### src/rtl/seq_detect_controller.sv
// seq_detect_controller: runs a latched test word through an external 010110 sequence detector
//   Clears the detector, shifts the word MSB-first and counts hits with mode-correct latency.
//   i_clock     rising-edge clock
//   i_reset     asynchronous reset, active-low
//   i_start     1-cycle run request, honoured only in IDLE
//   i_abort     ends a run without a done pulse (wins over i_start in IDLE)
//   i_mode      0 = Moore, 1 = Mealy; latched on an accepted start
//   i_word      test word; latched on an accepted start
//   o_det_rst   synchronous clear to the detector (IDLE and CLR)
//   o_det_x     serial data to the detector
//   o_det_m     mode select to the detector
//   i_det_z     detector output
//   o_busy      high in every state except IDLE
//   o_done      1-cycle pulse with final results
//   o_hit_count hits in the last completed run
//   o_first_pos bit index of the first hit (0 when none)
//   o_no_hit    last completed run had no hits
module seq_detect_controller #(
    parameter int WIDTH = 16
) (
    input  logic                         i_clock,
    input  logic                         i_reset,
    input  logic                         i_start,
    input  logic                         i_abort,
    input  logic                         i_mode,
    input  logic [WIDTH-1:0]             i_word,
    output logic                         o_det_rst,
    output logic                         o_det_x,
    output logic                         o_det_m,
    input  logic                         i_det_z,
    output logic                         o_busy,
    output logic                         o_done,
    output logic [$clog2(WIDTH+1)-1:0]   o_hit_count,
    output logic [$clog2(WIDTH)-1:0]     o_first_pos,
    output logic                         o_no_hit
);
    localparam int CW = $clog2(WIDTH+1);
    localparam int KW = $clog2(WIDTH);
    localparam logic [KW-1:0] K_LAST = KW'(WIDTH-1);
    localparam logic [CW-1:0] C_MAX = CW'(WIDTH);

    typedef enum logic [2:0] {S_IDLE, S_CLR, S_SHIFT, S_DRAIN, S_DONE} state_t;

    state_t          r_state;
    state_t          w_next;
    logic [WIDTH-1:0] r_shift;
    logic            r_mode;
    logic [KW-1:0]   r_k;
    logic [CW-1:0]   r_cnt;
    logic [KW-1:0]   r_first;
    logic [CW-1:0]   r_hit_count;
    logic [KW-1:0]   r_first_pos;
    logic            r_no_hit;
    logic            w_accept;
    logic            w_credit;
    logic [KW-1:0]   w_idx;
    logic [CW-1:0]   w_cnt_nxt;
    logic [KW-1:0]   w_first_nxt;

    assign w_accept = (r_state == S_IDLE) && i_start && !i_abort;

    // Mealy output reflects the current bit; Moore output lags one cycle, so it
    // skips SHIFT 0 and is still collected in DRAIN for the last bit.
    assign w_credit = i_det_z && (((r_state == S_SHIFT) && (r_mode || r_k != '0)) ||
                                  ((r_state == S_DRAIN) && !r_mode));
    assign w_idx = (r_state == S_DRAIN) ? K_LAST : r_k - KW'(!r_mode);
    assign w_cnt_nxt = r_cnt + CW'(w_credit && (r_cnt != C_MAX));
    assign w_first_nxt = (w_credit && r_cnt == '0) ? w_idx : r_first;

    always_ff @(posedge i_clock or negedge i_reset) begin
        if (!i_reset) r_state <= S_IDLE;
        else          r_state <= w_next;
    end

    always_comb begin
        w_next = r_state;
        case (r_state)
            S_IDLE:  w_next = w_accept ? S_CLR : S_IDLE;
            S_CLR:   w_next = S_SHIFT;
            S_SHIFT: w_next = (r_k == K_LAST) ? S_DRAIN : S_SHIFT;
            S_DRAIN: w_next = S_DONE;
            S_DONE:  w_next = S_IDLE;
            default: w_next = S_IDLE;
        endcase
        if (i_abort) w_next = S_IDLE;
    end

    always_comb begin
        o_busy    = r_state != S_IDLE;
        o_done    = r_state == S_DONE;
        o_det_rst = (r_state == S_IDLE) || (r_state == S_CLR);
        o_det_x   = (r_state == S_SHIFT) && r_shift[WIDTH-1];
        o_det_m   = (r_state != S_IDLE) && r_mode;
    end

    always_ff @(posedge i_clock or negedge i_reset) begin
        if (!i_reset) begin
            r_shift     <= '0;
            r_mode      <= 1'b0;
            r_k         <= '0;
            r_cnt       <= '0;
            r_first     <= '0;
            r_hit_count <= '0;
            r_first_pos <= '0;
            r_no_hit    <= 1'b1;
        end else begin
            if (w_accept) begin
                r_shift <= i_word;
                r_mode  <= i_mode;
            end else if (r_state == S_SHIFT) begin
                r_shift <= {r_shift[WIDTH-2:0], 1'b0};
            end
            if (r_state == S_CLR) begin
                r_k     <= '0;
                r_cnt   <= '0;
                r_first <= '0;
            end else begin
                if (r_state == S_SHIFT && r_k != K_LAST) r_k <= r_k + 1'b1;
                r_cnt   <= w_cnt_nxt;
                r_first <= w_first_nxt;
            end
            // Results are loaded on entry to DONE so they are valid alongside the done pulse.
            if (r_state == S_DRAIN && !i_abort) begin
                r_hit_count <= w_cnt_nxt;
                r_no_hit    <= w_cnt_nxt == '0;
                r_first_pos <= (w_cnt_nxt == '0) ? '0 : w_first_nxt;
            end
        end
    end

    assign o_hit_count = r_hit_count;
    assign o_first_pos = r_first_pos;
    assign o_no_hit    = r_no_hit;
endmodule

### config.mk
export PLATFORM = sky130hd
export DESIGN_NAME = seq_detect_controller
export DESIGN_NICKNAME = d
export VERILOG_FILES = /design/src/rtl/seq_detect_controller.sv
export SDC_FILE = /design/constraint.sdc
export NUM_CORES = 1
export LEC_CHECK = 0
export BUFFER_PORTS_ARGS = -buffer_cell sky130_fd_sc_hd__buf_2
export CAP_MARGIN = 20
export CORE_MARGIN = 2
export CORE_UTILIZATION = 45
export CTS_BUF_LIST = sky130_fd_sc_hd__clkbuf_16
export CTS_CLUSTER_DIAMETER = 30
export DETAILED_ROUTE_END_ITERATION = 16
export MAX_ROUTING_LAYER = met4
export PLACE_DENSITY = 0.69
export SKIP_CTS_REPAIR_TIMING = 1
export SLEW_MARGIN = 40
export SYNTH_ARGS = -nofsm -noshare
export SYNTH_HDL_FRONTEND = slang
export SYNTH_SLANG_ARGS = --single-unit
export TNS_END_PERCENT = 50
### constraint.sdc
create_clock -name i_clock -period 2.66 [get_ports i_clock]
set_input_delay 0.133 -clock i_clock [delete_from_list [all_inputs] [get_ports i_clock]]
set_output_delay 0.133 -clock i_clock [all_outputs]
set_load 0.005 [all_outputs]
# Word level (Yosys, flattened, before mapping)

Index checks and enable logic that the tools add are counted.

Register bits: 43
Output and inout bits: 15
Word-level logic and storage cells: 55

$add $sub $neg: 3
Equal/unequal tests: 7
Muxes and demuxes: 13
Reduce and logical (&&, ||, !) cells: 23

Operators by type and width:

| cell                                                                  | number |
|---|---|
| 16-bit two-way mux                                                    | 2 |
| 4-bit two-way mux                                                     | 6 |
| 3-bit one-hot mux with 4 select lines                                 | 1 |
| 1-bit logical AND                                                     | 11 |
| 5-bit zero test                                                       | 2 |
| 3-bit by 2-bit equality test with 1-bit output, second input constant | 2 |
| 5-bit by 1-bit adder with 5-bit output                                | 1 |
| 5-bit two-way mux                                                     | 1 |
| 5-bit inequality test, second input constant                          | 1 |
| 4-bit by 1-bit adder with 4-bit output, second input constant         | 1 |
| 4-bit equality test, second input constant                            | 1 |
| 4-bit inequality test, second input constant                          | 1 |
| 2-bit nonzero test                                                    | 2 |
| 4-bit nonzero test                                                    | 1 |
| 4-bit by 1-bit subtractor with 4-bit output                           | 1 |
| 3-bit by 1-bit equality test with 1-bit output, second input constant | 1 |
| 3-bit equality test, second input constant                            | 1 |
| 3-bit zero test                                                       | 1 |
| 1-bit logical OR                                                      | 3 |
| 3-bit two-way mux                                                     | 1 |
| 3-bit nonzero test                                                    | 1 |
| 1-bit zero test                                                       | 2 |
| 1-bit two-way mux                                                     | 2 |

# Longest topological paths before layout

Word-level depth: 9
Mapped depth: 11

# Least setup slack after synthesis

OpenSTA, ideal clock, no wires.

Path kind: register to register
Start point: register r_k[0]
End point: register r_first_pos[0], in the netlist o_first_pos[0]
Library setup time: 0.095 ns
Arrival: 2.419 ns
Data required time: 2.565 ns
Setup slack: 0.145 ns
Cell stages (with the launch flop): 11
Period minus slack after synthesis: 2.515 ns
Cell sequence: dfrtp_1 -> inv_1 -> ha_1 -> or4b_4 -> o211ai_2 -> a21oi_1 -> ha_1 -> ha_1 -> a31o_2 -> a31o_2 -> o31ai_1

Longest elaborated chain between the ends: 9
Elaborated cells on any way between the ends: 13
Those cells by class: 2 x add/sub; 3 x mux; 8 x reduce/logical

RTL lines:

| item                                   | RTL line | text |
|---|---|---|
| start: declaration                     | 48       | `logic [KW-1:0] r_k;` |
| start signal: assignment               | 118      | `if (r_state == S_SHIFT && r_k != K_LAST) r_k <= r_k + 1'b1;` |
| 4-bit nonzero test                     | 64       | `assign w_credit = i_det_z && (((r_state == S_SHIFT) && (r_mode \|\| r_k != '0)) \|\|` |
| 1-bit logical OR                       | 64       |  |
| 1-bit logical AND                      | 64       |  |
| 1-bit logical OR                       | 64       |  |
| 1-bit logical AND                      | 64       |  |
| 1-bit logical AND                      | 67       | `assign w_cnt_nxt = r_cnt + CW'(w_credit && (r_cnt != C_MAX));` |
| 5-bit by 1-bit adder with 5-bit output | 67       |  |
| 5-bit zero test                        | 126      | `r_first_pos <= (w_cnt_nxt == '0) ? '0 : w_first_nxt;` |
| 4-bit two-way mux (*)                  | 126      |  |
| end signal: assignment                 | 126      |  |
| end: declaration                       | 52       | `logic [KW-1:0] r_first_pos;` |

Every way passes the cells marked *; elsewhere a longest branch is shown, timed or not.
A chain may end at the register's enable or synchronous reset.

# Final worst setup path

Start point: register r_k[0]
End point: register r_first_pos[3], in the netlist o_first_pos[3]

Same word-level chain as after synthesis.

==> results.py <==
metrics = {
    "outcome": {
        "status": "finished, final reports clean",
    },
    "power": {
        "vdd_drop_max_v": 0.000370,
        "finalPower_w": 0.00186,
        "powerDensity_nw_per_um2": 757,
        "p_leak_nw": 1.23,
    },
    "route": {
        "first_pass_iters": 4,
        "wire_per_inst_um": 13.4,
        "viasPerCell": 5.34,
        "drc": 0,
        "antenna_left": 0,
        "routed_wirelength_mm": 4.02,
        "vias": 1601,
        "drt-initial-drc-count": 144,
    },
    "timing": {
        "fmaxAchievable_mhz": 395,
        "timing.final.crit_share": 0.952,
        "final.setup.tns_ns": 0,
        "hold_viol_final": 0,
        "fin_worst_skew_ns": 0.00340,
        "post-route-min-period_ns": 2.53,
        "tightestPinTransition_ns": 0.728,
        "hold-worst-slack_ns": 0.0227,
        "setup_viol": 0,
        "slew_headroom": 0.515,
        "slew_viol_final": 0,
    },
    "placement": {
        "hpwl_mm": 2.75,
        "gp_congestion": 0.802,
        "io_buffer_count": 36,
        "place_area_um2": 2290,
    },
    "floorplan": {
        "boundaryPins": 37,
        "start_util": 0.468,
        "rows": 24,
        "fp.dieH_um": 71.3,
        "design.die.area_um2": 5080,
        "coreArea_um2": 4350,
        "die_w_um": 71.3,
    },
    "worst_setup_path": {
        "cp.buffers_inverters": 1,
        "slowest_stage": "or4b_4",
        "r2r-end": "o_first_pos[3]",
        "cp-startpoint": "r_k[0]",
        "slowest_delay_ns": 0.47,
        "crit_family": "compound AO/OA/AOI/OAI gates",
        "timing.rr.start": "r_k[0]",
        "path_cells": "inv_2 > ha_1 > or4b_4 > o211ai_2 > a21oi_1 > ha_1 > ha_2 > a31o_2 > a31o_2 > o31ai_2",
        "regToRegSetupSlack_ns": 0.13,
        "crit_fanout": 5,
        "critPathKind": "flip-flop to flip-flop",
        "crit_arrival_ns": 2.73,
        "critPathRequiredTime_ns": 2.85,
        "reg2reg_depth": 10,
        "start_kind": "flip-flop",
        "end_kind": "flip-flop",
    },
    "grt": {
        "grt_pass1_vias": 1546,
        "antenna_found_initial": 0,
        "grt_pass1_wl_mm": 6.86,
        "grtUsageTotal": 0.178,
        "grt_start_max_net_pins": 44,
        "overflow": 0,
    },
    "synth": {
        "synthDistinctLibCells": 37,
        "yosysSeqAreaShare": 0.529,
        "synth_top_cell_area_share": 0.516,
        "synth_ff_type": "dfrtp_1",
        "syn_nets": 235,
        "synth_top_area_cell": "dfrtp_1",
        "avgSynthCellArea_um2": 9.85,
        "yosysWarnings": 0,
        "async_flop_share": 1.00,
        "syn_inst": 207,
        "netlist_area_um2": 2040,
        "synth_most_common_cell": "nand2_1",
        "synth_edf_count": 0,
        "yosys_register_bits": 43,
        "synth.area.top_cells": "dfrtp_1 52%, nand2_1 9.2%, a22oi_1 5.2%",
        "ys_top_cells_by_count": "50 x nand2_1, 42 x dfrtp_1, 14 x a22oi_1",
    },
    "min_path": {
        "worst_hold_path.endpoint": "r_state[1]",
        "hp-class": "primary input to flip-flop",
        "holdPathStages": 2,
        "hp-start": "i_abort",
    },
    "clock_network": {
        "clk_path_buf_depth": 2,
        "worst_skew_pair.late_latency_ns": 0.28,
        "tritoncts": "done",
        "root_buffer": "clkbuf_16",
        "cts.clk_slew.worst_paths_ns": 0.06,
        "clkSinkCount": 43,
        "htreeDepth": 2,
        "cts-buffers-inserted": 5,
    },
    "finish": {
        "multi_input_area_um2": 921,
        "design_area_um2": 2450,
        "fin_nets": 275,
        "drive_above_1_share": 0.254,
        "seq_area_um2": 1080,
        "fill_cells": 375,
        "final_core_util": 0.563,
        "synthToLayoutAreaGrowth_pct": 20.3,
        "antenna_cells": 0,
    },
    "flow_run": {
        "maxCapViolCount": 0,
    },
}
==> worst max-delay path by stage <==
stage	end	slack (ns)	cells past startpoint
after global routing	o_first_pos[0]	-0.005	10
after detailed placement	o_first_pos[2]	0.04	10
final	o_first_pos[3]	0.13	10
after CTS	o_first_pos[2]	0.03	10
after floorplan	o_first_pos[0]	0.15	10
after global placement	o_first_pos[0]	0.1	10
==> metrics by stage <==
step	setup WS, ns	std cells
floorplan	0.145	207
global placement	0.0970	291
detailed placement	0.0399	291
CTS	0.0329	299
global route	-0.00525	300
finish	0.126	300
==> state kept, by name (all words and copies together), names as in the netlist <==
| name | count |
|---|---|
| o_first_pos | 4 |
| r_k | 4 |
| r_mode | 1 |
| o_no_hit | 1 |
| r_state | 3 |
| o_hit_count | 5 |
| r_cnt | 5 |
| r_first | 4 |
| r_shift | 16 |
==> power by group <==
group          internal [W]  total, W  switching, W
Sequential         0.000781  0.000851     0.0000699
Clock              0.000338  0.000571      0.000233
Combinational      0.000195  0.000435      0.000240
==> cell type report <==
cell class | instances | area share
Multi-Input combinational cell | 150 | 0.376
Sequential cell | 43 | 0.439
Tap cell | 52 | 0.0265
Clock inverter | 3 | 0.00459
Clock buffer | 5 | 0.0510
Inverter | 4 | 0.00612
Timing Repair Buffer | 43 | 0.0969
==> cells in the final DEF (no fill, tap or decap), types with 2 or more instances in the layout <==
master / netlist / final
ha_1: 6 / 5
buf_4: 0 / 7
clkbuf_16: 0 / 5
and2_1: 4 / 4
xor2_1: 3 / 3
buf_2: 3 / 35
a21oi_1: 7 / 7
o21a_1: 2 / 2
clkinv_1: 0 / 2
a31o_2: 2 / 2
nand2b_1: 2 / 2
xnor2_1: 6 / 6
nor2_1: 9 / 9
a22oi_1: 14 / 14
nand2_1: 50 / 50
nand3_1: 7 / 7
or3_1: 2 / 2
nor3_1: 9 / 9
inv_1: 4 / 4
o21ai_0: 7 / 7
o31ai_2: 1 / 4
dfrtp_1: 42 / 42
nor2b_1: 3 / 3
==> per-layer routing <==
| layer | track usage | wire length, um | part of all wire |
|---|---|---|---|
| met1 | 0.229 | 1920 | 0.48 |
| met2 | 0.271 | 1890 | 0.47 |
| met3 | 0.0549 | 187 | 0.047 |
| met4 | 0.0545 | 21 | 0.0052 |
| met5 | - | 0 | 0 |
==> cell families (layout without fill, tap and decap cells) <==
logic type               count (synthesis)  after routing  share of synthesized area
AO/OA/AOI/OAI                           39             39                      0.137
buffers and inverters                   14             55                     0.0313
adder cells (fa/ha/maj)                  6              6                     0.0368
flip-flops                              43             43                      0.529
AND/OR/NAND/NOR                         95             95                      0.223
multiplexers                             1              1                    0.00491
XOR/XNOR                                 9              9                     0.0387
(Power assumes the default switching activity.)
